$ cat src/rtl/axi4_bram_ctrl.sv
`default_nettype none
// ============================================================================
//  Module      : axi4_bram_ctrl
//  Description : AXI4 slave to single-port BRAM bridge. Handles one burst at
//                a time (FIXED/INCR/WRAP, narrow sizes) and arbitrates reads
//                and writes round-robin.
//  Revision    : 1.0 - initial release
// ============================================================================
module axi4_bram_ctrl #(
   parameter int ADDR_WIDTH = 16,
   parameter int DATA_WIDTH = 64,
   parameter int ID_WIDTH   = 4
) (
   input  logic                    clock,
   input  logic                    resetn,
   // AW
   output logic                    axi4_aw_ready,
   input  logic                    axi4_aw_valid,
   input  logic [ID_WIDTH-1:0]     axi4_aw_id,
   input  logic [ADDR_WIDTH-1:0]   axi4_aw_addr,
   input  logic [7:0]              axi4_aw_len,
   input  logic [2:0]              axi4_aw_size,
   input  logic [1:0]              axi4_aw_burst,
   // W
   output logic                    axi4_w_ready,
   input  logic                    axi4_w_valid,
   input  logic [DATA_WIDTH-1:0]   axi4_w_data,
   input  logic [DATA_WIDTH/8-1:0] axi4_w_strb,
   input  logic                    axi4_w_last,
   // B
   input  logic                    axi4_b_ready,
   output logic                    axi4_b_valid,
   output logic [ID_WIDTH-1:0]     axi4_b_id,
   output logic [1:0]              axi4_b_resp,
   // AR
   output logic                    axi4_ar_ready,
   input  logic                    axi4_ar_valid,
   input  logic [ID_WIDTH-1:0]     axi4_ar_id,
   input  logic [ADDR_WIDTH-1:0]   axi4_ar_addr,
   input  logic [7:0]              axi4_ar_len,
   input  logic [2:0]              axi4_ar_size,
   input  logic [1:0]              axi4_ar_burst,
   // R
   input  logic                    axi4_r_ready,
   output logic                    axi4_r_valid,
   output logic [ID_WIDTH-1:0]     axi4_r_id,
   output logic [DATA_WIDTH-1:0]   axi4_r_data,
   output logic [1:0]              axi4_r_resp,
   output logic                    axi4_r_last,
   // BRAM
   output logic [ADDR_WIDTH-1:0]   bram_addr,
   output logic                    bram_en,
   output logic [DATA_WIDTH/8-1:0] bram_we,
   output logic [DATA_WIDTH-1:0]   bram_wdata,
   input  logic [DATA_WIDTH-1:0]   bram_rdata
);

   localparam int STRB_WIDTH = DATA_WIDTH / 8;

   typedef enum logic [2:0] {
      S_IDLE     = 3'd0,
      S_WR_DATA  = 3'd1,
      S_WR_RESP  = 3'd2,
      S_RD_ISSUE = 3'd3,
      S_RD_WAIT  = 3'd4,
      S_RD_VALID = 3'd5
   } state_t;

   state_t                  state_q;
   logic [ID_WIDTH-1:0]     id_q;
   logic [ADDR_WIDTH-1:0]   addr_q;
   logic [ADDR_WIDTH-1:0]   addr_d;
   logic [7:0]              len_q;
   logic [7:0]              cnt_q;
   logic [2:0]              size_q;
   logic [1:0]              burst_q;
   logic                    wr_prio_q;
   logic [DATA_WIDTH-1:0]   rdata_q;

   logic [ADDR_WIDTH-1:0]   step;
   logic [ADDR_WIDTH-1:0]   mask;
   logic [31:0]             wrap_bytes;
   logic                    w_hs;
   logic                    beat_last;
   logic                    w_last_unused;

   // The burst length is counted, so w_last carries no extra information.
   assign w_last_unused = axi4_w_last;

   assign w_hs      = (state_q == S_WR_DATA) && axi4_w_valid;
   assign beat_last = (cnt_q == len_q);

   always_comb begin
      step       = ADDR_WIDTH'(1) << size_q;
      wrap_bytes = (32'(len_q) + 32'd1) << size_q;
      mask       = ADDR_WIDTH'(wrap_bytes - 32'd1);
      case (burst_q)
         2'b00:   addr_d = addr_q;
         2'b10:   addr_d = (addr_q & ~mask) | ((addr_q + step) & mask);
         default: addr_d = (addr_q & ~(step - ADDR_WIDTH'(1))) + step;
      endcase
   end

   // Readys are gated by resetn so every output is low while reset is held.
   always_comb begin
      axi4_aw_ready = resetn && (state_q == S_IDLE) && axi4_aw_valid
                      && (!axi4_ar_valid || wr_prio_q);
      axi4_ar_ready = resetn && (state_q == S_IDLE) && axi4_ar_valid
                      && (!axi4_aw_valid || !wr_prio_q);
      axi4_w_ready  = (state_q == S_WR_DATA);
      axi4_b_valid  = (state_q == S_WR_RESP);
      axi4_b_id     = id_q;
      axi4_b_resp   = 2'b00;
      axi4_r_valid  = (state_q == S_RD_VALID);
      axi4_r_id     = id_q;
      axi4_r_data   = rdata_q;
      axi4_r_resp   = 2'b00;
      axi4_r_last   = (state_q == S_RD_VALID) && beat_last;
      bram_en       = w_hs || (state_q == S_RD_ISSUE);
      bram_we       = w_hs ? axi4_w_strb : '0;
      bram_wdata    = w_hs ? axi4_w_data : '0;
      bram_addr     = bram_en ? (addr_q & ~ADDR_WIDTH'(STRB_WIDTH - 1)) : '0;
   end

   always_ff @(posedge clock or negedge resetn) begin
      if (!resetn) begin
         state_q   <= S_IDLE;
         id_q      <= '0;
         addr_q    <= '0;
         len_q     <= '0;
         cnt_q     <= '0;
         size_q    <= '0;
         burst_q   <= '0;
         wr_prio_q <= 1'b1;
         rdata_q   <= '0;
      end else begin
         case (state_q)
            S_IDLE: begin
               if (axi4_aw_ready) begin
                  id_q      <= axi4_aw_id;
                  addr_q    <= axi4_aw_addr;
                  len_q     <= axi4_aw_len;
                  size_q    <= axi4_aw_size;
                  burst_q   <= axi4_aw_burst;
                  cnt_q     <= '0;
                  wr_prio_q <= 1'b0;
                  state_q   <= S_WR_DATA;
               end else if (axi4_ar_ready) begin
                  id_q      <= axi4_ar_id;
                  addr_q    <= axi4_ar_addr;
                  len_q     <= axi4_ar_len;
                  size_q    <= axi4_ar_size;
                  burst_q   <= axi4_ar_burst;
                  cnt_q     <= '0;
                  wr_prio_q <= 1'b1;
                  state_q   <= S_RD_ISSUE;
               end
            end
            S_WR_DATA: begin
               if (axi4_w_valid) begin
                  addr_q <= addr_d;
                  cnt_q  <= cnt_q + 8'd1;
                  if (beat_last) begin
                     state_q <= S_WR_RESP;
                  end
               end
            end
            S_WR_RESP: begin
               if (axi4_b_ready) begin
                  state_q <= S_IDLE;
               end
            end
            S_RD_ISSUE: state_q <= S_RD_WAIT;
            S_RD_WAIT: begin
               rdata_q <= bram_rdata;
               state_q <= S_RD_VALID;
            end
            S_RD_VALID: begin
               if (axi4_r_ready) begin
                  if (beat_last) begin
                     state_q <= S_IDLE;
                  end else begin
                     addr_q  <= addr_d;
                     cnt_q   <= cnt_q + 8'd1;
                     state_q <= S_RD_ISSUE;
                  end
               end
            end
            default: state_q <= S_IDLE;
         endcase
      end
   end

endmodule
`default_nettype wire

$ cat config.mk
export PLATFORM = sky130hd
export DESIGN_NAME = axi4_bram_ctrl
export DESIGN_NICKNAME = d
export VERILOG_FILES = /design/src/rtl/axi4_bram_ctrl.sv
export SDC_FILE = /design/constraint.sdc
export NUM_CORES = 1
export LEC_CHECK = 0
export BUFFER_PORTS_ARGS = -buffer_cell sky130_fd_sc_hd__buf_2
export CAP_MARGIN = 20
export CORE_AREA = 2 2 149 151
export CTS_BUF_LIST = sky130_fd_sc_hd__clkbuf_4
export DETAILED_ROUTE_END_ITERATION = 10
export DIE_AREA = 0 0 151 153
export PLACE_DENSITY = 0.65
export RECOVER_POWER = 25
export SLEW_MARGIN = 20
export SYNTH_ARGS = -nofsm -noshare
export SYNTH_HDL_FRONTEND = slang
export SYNTH_SLANG_ARGS = --single-unit
$ cat constraint.sdc
create_clock -name clock -period 4.9 [get_ports clock]
set_input_delay 0.49 -clock clock [delete_from_list [all_inputs] [get_ports clock]]
set_output_delay 0.49 -clock clock [all_outputs]
set_load 0.02 [all_outputs]
==> results_dict.tcl <==
set metrics [dict create \
    synthCells 926 \
    p_per_area_nw_per_um2 710 \
    ys_warn_count 0 \
    worstMarginPinSlew_ns 2.40 \
    initialDrtViolationCount 487 \
    drv_cap 1 \
    antenna_found_initial 4 \
    grt_max_degree 73 \
    post_cts_buffers 0 \
    multi_input_area_um2 5050 \
    postSynth.asyncResetShare_pct 100 \
    drive_gt1_share_pct 35.9 \
    clock_latency_ns 0.50 \
    outcome "finished with violations" \
    cts_buffers 9 \
    max_freq_mhz 243 \
    start_util_pct 38.2 \
    core-area_um2 21500 \
    setup_tns_ns 0 \
    cts_htree_levels 3 \
    critPathLaunchType "primary input" \
    fp.dieW_um 151 \
    grt_pass1_wl_um 43300 \
    synth_most_common_cell "dfrtp_1" \
    grt_pass1_vias 7824 \
    synthFlopType "dfrtp_1" \
    period_minus_slack_ns 4.12 \
    critPathRequiredTime_ns 4.41 \
    syn_to_final_growth_pct 25.6 \
    root_buffer "clkbuf_4" \
    slew_headroom_pct -60.0 \
    num_vias 8091 \
    p_leak_nw 4.96 \
    min_path_type "in2reg" \
    fp.dieH_um 153 \
    synth_top_area_share_pct 32.9 \
    synth_common_cells "108 x dfrtp_1, 92 x and2_1, 74 x nand2_1" \
    violations "capacitance limit, slew limit" \
    final_nets 1480 \
    post_dp_cell_area_um2 10200 \
    grt_use_total_pct 23.8 \
    dieArea_um2 23100 \
    wl_per_cell_um 18.2 \
    io_buffers 372 \
    irDropWorstVdd_mv 0.313 \
    synth_edf_count 0 \
    cts.clk_slew.worst_paths_ns 0.22 \
    row_count 54 \
    grt_overflow_total 0 \
    io-pin-count 381 \
    dr.pass1.iters 7 \
    dp_hpwl_um 22000 \
    regArea_um2 2730 \
    place.gp.congestion 0.886 \
    synth_cell_types 87 \
    cp-end-kind "output pin" \
    worstSetupPathType "in2out" \
    finalSetupViolCount 0 \
    period_share_pct 84.0 \
    viasPerCell 5.25 \
    ys_seq_area_share_pct 33.2 \
    critPathMaxFanout 15 \
    finalMaxSlewViolations 42 \
    nFillCells 2166 \
    wirelength_um 28100 \
    ys_top_cells_by_area "dfrtp_1 33%, mux2_2 9.7%, and2_1 7.0%, xnor2_1 3.5%, nand2_1 3.4%" \
    clock_skew_ns 0.0310 \
    finalHoldViolations 0 \
    final_antenna_net_count 0 \
    fin_area_um2 10300 \
    yosysTopAreaCell "dfrtp_1" \
    remaining_drc_errors 0 \
    cts_tree "done" \
    rsz0062_at_grt "false" \
    avgSynthCellArea_um2 8.87 \
    synth_seq_cells 109 \
    cts_buffer_depth 2 \
    crit_arrival_ns 3.63 \
    synth_area_um2 8210 \
    clock_sinks 109 \
]
==> metrics by stage <==
stage                     hold slack, ns  std cells  utilization (%)  total power, W  worst slack [ns]
after floorplan                    0.194        932                -         0.00550              1.32
after detailed placement           0.366       1521             47.4         0.00684             0.953
after CTS                          0.107       1538             48.1         0.00736             0.889
after global routing               0.103       1540             48.0         0.00794             0.477
after global placement             0.370       1521             47.4         0.00677             0.989
final                              0.148       1541             48.0         0.00733             0.784
==> worst paths after layout <==
path / startpoint / end / slack [ns] / depth (start not counted)
max: resetn / axi4_aw_ready / 0.78 / 7
min: axi4_aw_valid / wr_prio_q$_DFFE_PN1P_ / 0.15 / 2
max reg2reg: size_q[1]$_DFFE_PN0P_ / flip-flop / 0.88 / 12
min reg2reg: axi4_r_data[23]$_DFFE_PN0P_ / axi4_r_data[23]$_DFFE_PN0P_ / 0.53 / 1
max in group asynchronous: resetn / size_q[2]$_DFFE_PN0P_ / 1.09 / 4
min in group asynchronous: resetn / axi4_r_data[56]$_DFFE_PN0P_ / 0.63 / 2
==> layout by cell type, fill, tap and decap left out, drive strengths merged, types with 12 or more instances in the layout <==
cell type / instances
buf: 342
dfrtp: 108
and2: 92
nand2: 74
mux2: 71
nor2: 71
clkbuf: 53
o21ai: 38
xnor2: 33
a21oi: 31
inv: 31
nand3: 27
o22ai: 24
mux2i: 20
ha: 15
xor2: 13
nand2b: 12
==> cells by family (layout without fill, tap and decap cells) <==
| group | after synthesis | in the layout | share of synthesized area, % |
|---|---|---|---|
| xor+xnor | 46 | 46 | 4.91 |
| buf+inv | 103 | 430 | 5.78 |
| fa+ha+maj | 17 | 17 | 2.65 |
| compound gates | 200 | 200 | 17.6 |
| mux | 91 | 91 | 12.2 |
| other cells | 1 | 9 | 0.0457 |
| flops | 109 | 109 | 33.2 |
| simple gates | 359 | 359 | 23.6 |
==> report_power, final <==
group | leakage [nW] | total [W] | internal [W] | switching (W)
combinational | 3.60 | 0.00504 | 0.00199 | 0.00305
clock | 0.0771 | 0.000485 | 0.000122 | 0.000363
sequential | 1.29 | 0.00180 | 0.00133 | 0.000472
total | 4.96 | 0.00733 | 0.00344 | 0.00389
==> timing repair <==
item                       CTS  global route
resized for setup            0             0
hold endpoints to repair    12             0
hold buffers                 1             0
setup endpoints to repair    0             0
==> area by class of cell <==
cell class              instances  area share [%]
diodes                          2          0.0485
multi-input cells             720            49.0
flip-flops and latches        109            26.5
well taps                     280            3.40
clock inverters                 7           0.691
clock buffers                   9           0.655
repair buffers                387            18.8
inverters                      27           0.982
==> metal layers <==
layer  track usage, %  part of all wire (%)  vias up
li1                 -                     -     3954
met1             33.8                    45     3775
met2             36.0                    44      331
met3             7.67                    10       25
met4             3.65                  0.95        6
met5                0                  0.13        -
==> worst max-delay path, cell delays in order <==
cell	delay [ns]
dlygate4sd3_1	0.55
clkbuf_1	0.67
nor4b_1	0.64
nand3_2	0.36
buf_4	0.30
inv_1	0.35
buf_2	0.25
No activity file was read; power rests on OpenSTA's default activity.
